**src/rtl/nibble_serial_adder_16.sv**
```systemverilog
// nibble_serial_adder_16
//
// 16-bit unsigned adder that works through the operands one nibble per clock,
// using a 4-bit carry-lookahead slice. Operands are latched on the accept
// edge, and the 17-bit result is presented after four nibble steps.
// The result is held until downstream takes it.
//
// Ports
//   i_clk    : clock, all state changes on its rising edge
//   i_rst    : synchronous active-high reset
//   i_valid  : upstream operands valid
//   o_ready  : block can accept operands (IDLE only)
//   i_add1   : operand A, 16-bit unsigned
//   i_add2   : operand B, 16-bit unsigned
//   o_valid  : o_result valid (DONE only)
//   i_ready  : downstream takes the result
//   o_result : {carry_out, sum[15:0]}
//   o_busy   : operation in flight (ADD or DONE)
//
// state | meaning
// ------+--------------------------------------------------------------
// IDLE  | waiting for i_valid; operands are accepted on the next edge
// ADD   | one nibble (k = 0..3) is added per edge, LSB nibble first
// DONE  | o_result valid; held until i_ready is seen at an edge

module nibble_serial_adder_16 (
    input  logic        i_clk,
    input  logic        i_rst,
    input  logic        i_valid,
    output logic        o_ready,
    input  logic [15:0] i_add1,
    input  logic [15:0] i_add2,
    output logic        o_valid,
    input  logic        i_ready,
    output logic [16:0] o_result,
    output logic        o_busy
);

    typedef enum logic [1:0] {
        IDLE = 2'd0,
        ADD  = 2'd1,
        DONE = 2'd2
    } state_t;

    state_t      state_q;
    state_t      state_d;

    logic [15:0] op_a_q;
    logic [15:0] op_b_q;
    logic [15:0] sum_q;
    logic [16:0] result_q;
    logic [1:0]  k_q;
    logic        carry_q;

    logic [3:0]  nib_a;
    logic [3:0]  nib_b;
    logic [3:0]  nib_g;
    logic [3:0]  nib_p;
    logic [4:0]  nib_c;
    logic [3:0]  nib_sum;

    // Carry-lookahead slice for the current nibble. Carries are written in
    // flattened form so that each one depends only on g/p and the carry-in.
    always_comb begin
        nib_a    = op_a_q[{k_q, 2'b00} +: 4];
        nib_b    = op_b_q[{k_q, 2'b00} +: 4];
        nib_g    = nib_a & nib_b;
        nib_p    = nib_a | nib_b;
        nib_c[0] = carry_q;
        nib_c[1] = nib_g[0] | (nib_p[0] & carry_q);
        nib_c[2] = nib_g[1] | (nib_p[1] & nib_g[0])
                 | (nib_p[1] & nib_p[0] & carry_q);
        nib_c[3] = nib_g[2] | (nib_p[2] & nib_g[1])
                 | (nib_p[2] & nib_p[1] & nib_g[0])
                 | (nib_p[2] & nib_p[1] & nib_p[0] & carry_q);
        nib_c[4] = nib_g[3] | (nib_p[3] & nib_g[2])
                 | (nib_p[3] & nib_p[2] & nib_g[1])
                 | (nib_p[3] & nib_p[2] & nib_p[1] & nib_g[0])
                 | (nib_p[3] & nib_p[2] & nib_p[1] & nib_p[0] & carry_q);
        nib_sum  = nib_a ^ nib_b ^ nib_c[3:0];
    end

    always_ff @(posedge i_clk) begin
        if (i_rst) begin
            state_q <= IDLE;
        end else begin
            state_q <= state_d;
        end
    end

    always_comb begin
        state_d = state_q;
        o_ready = 1'b0;
        o_valid = 1'b0;
        o_busy  = 1'b0;
        case (state_q)
            IDLE: begin
                o_ready = 1'b1;
                if (i_valid) begin
                    state_d = ADD;
                end
            end
            ADD: begin
                o_busy = 1'b1;
                if (k_q == 2'd3) begin
                    state_d = DONE;
                end
            end
            DONE: begin
                o_busy  = 1'b1;
                o_valid = 1'b1;
                if (i_ready) begin
                    state_d = IDLE;
                end
            end
            default: begin
                state_d = IDLE;
            end
        endcase
    end

    always_ff @(posedge i_clk) begin
        if (i_rst) begin
            op_a_q   <= '0;
            op_b_q   <= '0;
            sum_q    <= '0;
            result_q <= '0;
            k_q      <= '0;
            carry_q  <= 1'b0;
        end else begin
            case (state_q)
                IDLE: begin
                    if (i_valid) begin
                        op_a_q  <= i_add1;
                        op_b_q  <= i_add2;
                        sum_q   <= '0;
                        k_q     <= '0;
                        carry_q <= 1'b0;
                    end
                end
                ADD: begin
                    sum_q[{k_q, 2'b00} +: 4] <= nib_sum;
                    carry_q                  <= nib_c[4];
                    k_q                      <= k_q + 2'd1;
                    // Last nibble: the visible result is built directly
                    // from the slice output, since sum_q updates on this
                    // same edge.
                    if (k_q == 2'd3) begin
                        result_q <= {nib_c[4], nib_sum, sum_q[11:0]};
                    end
                end
                default: begin
                end
            endcase
        end
    end

    assign o_result = result_q;

endmodule

```
**config.mk**
```make
export PLATFORM = sky130hd
export DESIGN_NAME = nibble_serial_adder_16
export DESIGN_NICKNAME = d
export VERILOG_FILES = /design/src/rtl/nibble_serial_adder_16.sv
export SDC_FILE = /design/constraint.sdc
export NUM_CORES = 1
export LEC_CHECK = 0
export ABC_CLOCK_PERIOD_IN_PS = 2550
export CAP_MARGIN = 10
export CORE_MARGIN = 4
export CORE_UTILIZATION = 45
export DETAILED_ROUTE_END_ITERATION = 7
export PLACE_DENSITY = 0.71
export SYNTH_ARGS = -nofsm -noshare
export SYNTH_HDL_FRONTEND = slang
export SYNTH_SLANG_ARGS = --single-unit
```
**constraint.sdc**
```tcl
create_clock -name i_clk -period 2.55 [get_ports i_clk]
set_input_delay 0.51 -clock i_clk [delete_from_list [all_inputs] [get_ports i_clk]]
set_output_delay 0.51 -clock i_clk [all_outputs]
set_load 0.01 [all_outputs]
```
==> impl_metrics.env <==
export IMPL_synth_flop_cell="dfxtp_1"
export IMPL_setup_ws_ns=0.167
export IMPL_final_cell_area_sq_um=3870
export IMPL_hold_path_end="o_result[6]$_SDFFE_PP0P_"
export IMPL_yosys_warnings=0
export IMPL_path_class="reg -> reg"
export IMPL_worstPathMaxFanout=9
export IMPL_cts_sinks=66
export IMPL_setup_tns_ns=0
export IMPL_synth_area_leaders="dfxtp_1, nand2_1, a21oi_1, ha_1, mux4_2"
export IMPL_rsz0062_at_grt="no"
export IMPL_worst_pin_slew_ns=0.581
export IMPL_grt_pass1_vias=2340
export IMPL_final_cells=481
export IMPL_drv_slew=0
export IMPL_wl_per_cell_um=12.8
export IMPL_ant_nets=0
export IMPL_synth_common_cells="nand2_1, dfxtp_1, a21oi_1"
export IMPL_cts_root_buf="clkbuf_8"
export IMPL_whs_ns=0.453
export IMPL_antenna_found_initial=0
export IMPL_dieArea_sq_um=7970
export IMPL_drtIter0Drc=71
export IMPL_numCtsBuffers=9
export IMPL_slew_headroom_pct=61.3
export IMPL_postSynthCellCount=344
export IMPL_finalCriticalPeriod_ns=2.38
export IMPL_top_usage_layer="met2"
export IMPL_cp_data_arrival_time_ns=2.58
export IMPL_grt_pass1_wl_um=10900
export IMPL_hp_class="reg -> reg"
export IMPL_reg2reg_from="k_q[0]$_SDFFE_PP0P_"
export IMPL_peakVddDrop_uv=499
export IMPL_rr_endpoint="carry_q$_SDFFE_PP0P_"
export IMPL_run_status="complete, no violations"
export IMPL_pwr_share_clk_pct=34.8
export IMPL_seq_area_frac_synth_pct=44.5
export IMPL_clock_fmax_mhz=420
export IMPL_synth_fp_nets=397
export IMPL_overflow=0
export IMPL_critPathLaunchType="flop"
export IMPL_use_met2_pct=26.7
export IMPL_placed_area_sq_um=3600
export IMPL_insertion_delay_ns=0.34
export IMPL_area_growth_syn_to_layout_pct=30.2
export IMPL_grt_usage_pct=17.8
export IMPL_power_switching_w=0.00106
export IMPL_ctsHtreeMaxLevel=3
export IMPL_synth_most_common_cell="nand2_1"
export IMPL_cts_tree="yes"
export IMPL_synth_seq_cells=66
export IMPL_reg2reg_setup_slack_ns=0.17
export IMPL_dp_cells=465
export IMPL_hold_depth=2
export IMPL_grt_max_degree=37
export IMPL_firstDrtPassIters=4
export IMPL_fin_nets=452
export IMPL_die_w_um=89.3
export IMPL_cp_required_ns=2.75
export IMPL_use_met3_pct=4.70
export IMPL_io_buffers=55
export IMPL_p_leak_nw=1.43
export IMPL_cts_path_max_buffers=2
export IMPL_cts_setup_buffers=0
export IMPL_rows=29
export IMPL_p_seq_share_pct=36.1
export IMPL_synth_top_cell_by_area="dfxtp_1"
export IMPL_clkTransAtPathRegs_ns=0.07
export IMPL_drc=0
export IMPL_setup_violations=0
export IMPL_synth_top_area_share_pct=44.5
export IMPL_max_cap_viol_count=0
export IMPL_grtUsageMet1_pct=24.4
export IMPL_synth_area_sq_um=2970
export IMPL_pwr_density_cell_nw_per_um2=873
export IMPL_hold_viol_final=0
export IMPL_coreArea_sq_um=6390
export IMPL_synth_edf_count=0
export IMPL_start_util_pct=46.5
export IMPL_routed_via_density=5.10
export IMPL_p_int_w=0.00231
export IMPL_async_reset_ff_share_pct=0
export IMPL_switching_share_pct=31.5
export IMPL_dpl_hpwl_um=4510
export IMPL_rr_worst_depth=8
export IMPL_drive_gt1_share_pct=11.9
export IMPL_fin_crit_sh_pct=93.4
export IMPL_vias=2451
export IMPL_ios=56
export IMPL_pre_cts_slack_ns=0.00370
export IMPL_synth_cell_types=39
export IMPL_skew_ns=0.00540
export IMPL_hp_start="o_result[6]$_SDFFE_PP0P_"
export IMPL_antenna_cells=0
export IMPL_setup_worst_path_end_class="flop"
export IMPL_drt_wl_total_um=6180
export IMPL_die_y_um=89.3
export IMPL_synth_avg_cell_area_sq_um=8.64
export IMPL_pwr_share_comb_pct=29.2
export IMPL_place_congestion=0.793
==> layout by cell type, fill, tap and decap left out, types with 2 or more instances in the layout <==
cell type        instances
o211ai_1                 4
a22oi_1                  9
bufinv_16                4
clkbuf_8                 9
nand3_1                  5
nand3b_1                 5
mux2i_1                  2
o21ai_1                  6
inv_2                    5
dfxtp_1                 65
a21oi_1                 49
nand2_1                100
mux4_2                   8
inv_1                   10
nor2_1                  19
buf_4                    7
clkdlybuf4s50_1         54
ha_1                    16
==> logic make-up (layout without fill, tap and decap cells) <==
group | count (synthesis) | in the layout | share of synthesized area [%]
simple gates | 141 | 141 | 20.8
compound gates | 73 | 73 | 14.7
flops | 66 | 66 | 44.5
buf+inv | 35 | 95 | 5.26
fa+ha+maj | 17 | 17 | 7.41
mux | 10 | 10 | 6.74
xor+xnor | 2 | 2 | 0.590
==> sequential cells by signal (all words and copies together), names as in the netlist <==
name      flops
o_result     17
op_a_q       16
op_b_q       16
sum_q        12
k_q           2
state_q       2
carry_q       1
==> worst max-delay path, stage by stage (launching register included) <==
cell      delay [ns]
dfxtp_2         0.45
mux4_2          0.60
inv_1           0.09
ha_1            0.19
nor2b_4         0.05
or3_4           0.33
a31oi_4         0.28
or2_4           0.19
a221oi_2        0.06
==> timing repair <==
action                                  CTS  global route
gates resized for setup                   1             0
hold buffers                              0             0
endpoints found under the setup margin    1             0
endpoints found under the hold margin     0             0
==> power groups by stage <==
| stage | Sequential, W | Clock [W] | Combinational (W) |
|---|---|---|---|
| after floorplan | 0.00121 | 0 | 0.000719 |
| after global placement | 0.00124 | 0 | 0.000976 |
| after detailed placement | 0.00124 | 0 | 0.000994 |
| after CTS | 0.00122 | 0.00119 | 0.000998 |
| after global routing | 0.00124 | 0.00124 | 0.00112 |
| final | 0.00122 | 0.00117 | 0.000984 |
==> cell type report <==
type                            count  area (sq um)
Clock buffer                       10           128
Clock inverter                      6           138
Fill cell                         563          2520
Inverter                           16          72.6
Multi-Input combinational cell    243          1490
Sequential cell                    66          1320
Tap cell                           77          96.3
Timing Repair Buffer               63           618
==> how the worst max path moves through the flow <==
stage                                   start              endpoint  slack [ns]  depth (start not counted)
after floorplan           k_q[0]$_SDFFE_PP0P_  carry_q$_SDFFE_PP0P_        0.11                          9
after global placement    k_q[0]$_SDFFE_PP0P_  carry_q$_SDFFE_PP0P_         0.1                          8
after detailed placement  k_q[0]$_SDFFE_PP0P_  carry_q$_SDFFE_PP0P_       0.004                          8
after CTS                 k_q[0]$_SDFFE_PP0P_  carry_q$_SDFFE_PP0P_        0.13                          8
after global routing      k_q[0]$_SDFFE_PP0P_  carry_q$_SDFFE_PP0P_        0.04                          8
final                     k_q[0]$_SDFFE_PP0P_  carry_q$_SDFFE_PP0P_        0.17                          8
==> layer usage <==
| metal | part of all wire, % | up-vias |
|---|---|---|
| met2 | 45 | 58 |
| li1 | - | 1260 |
| met4 | 1.8 | 0 |
| met1 | 48 | 1121 |
| met3 | 5.1 | 12 |
| met5 | 0 | - |
==> per-stage QoR <==
stage / util, % / total power (W)
floorplan: - / 0.00193
global placement: 56.4 / 0.00221
detailed placement: 56.4 / 0.00223
CTS: 60.6 / 0.00341
global route: 60.6 / 0.00360
finish: 60.6 / 0.00338
No activity file was read; power rests on OpenSTA's default activity.
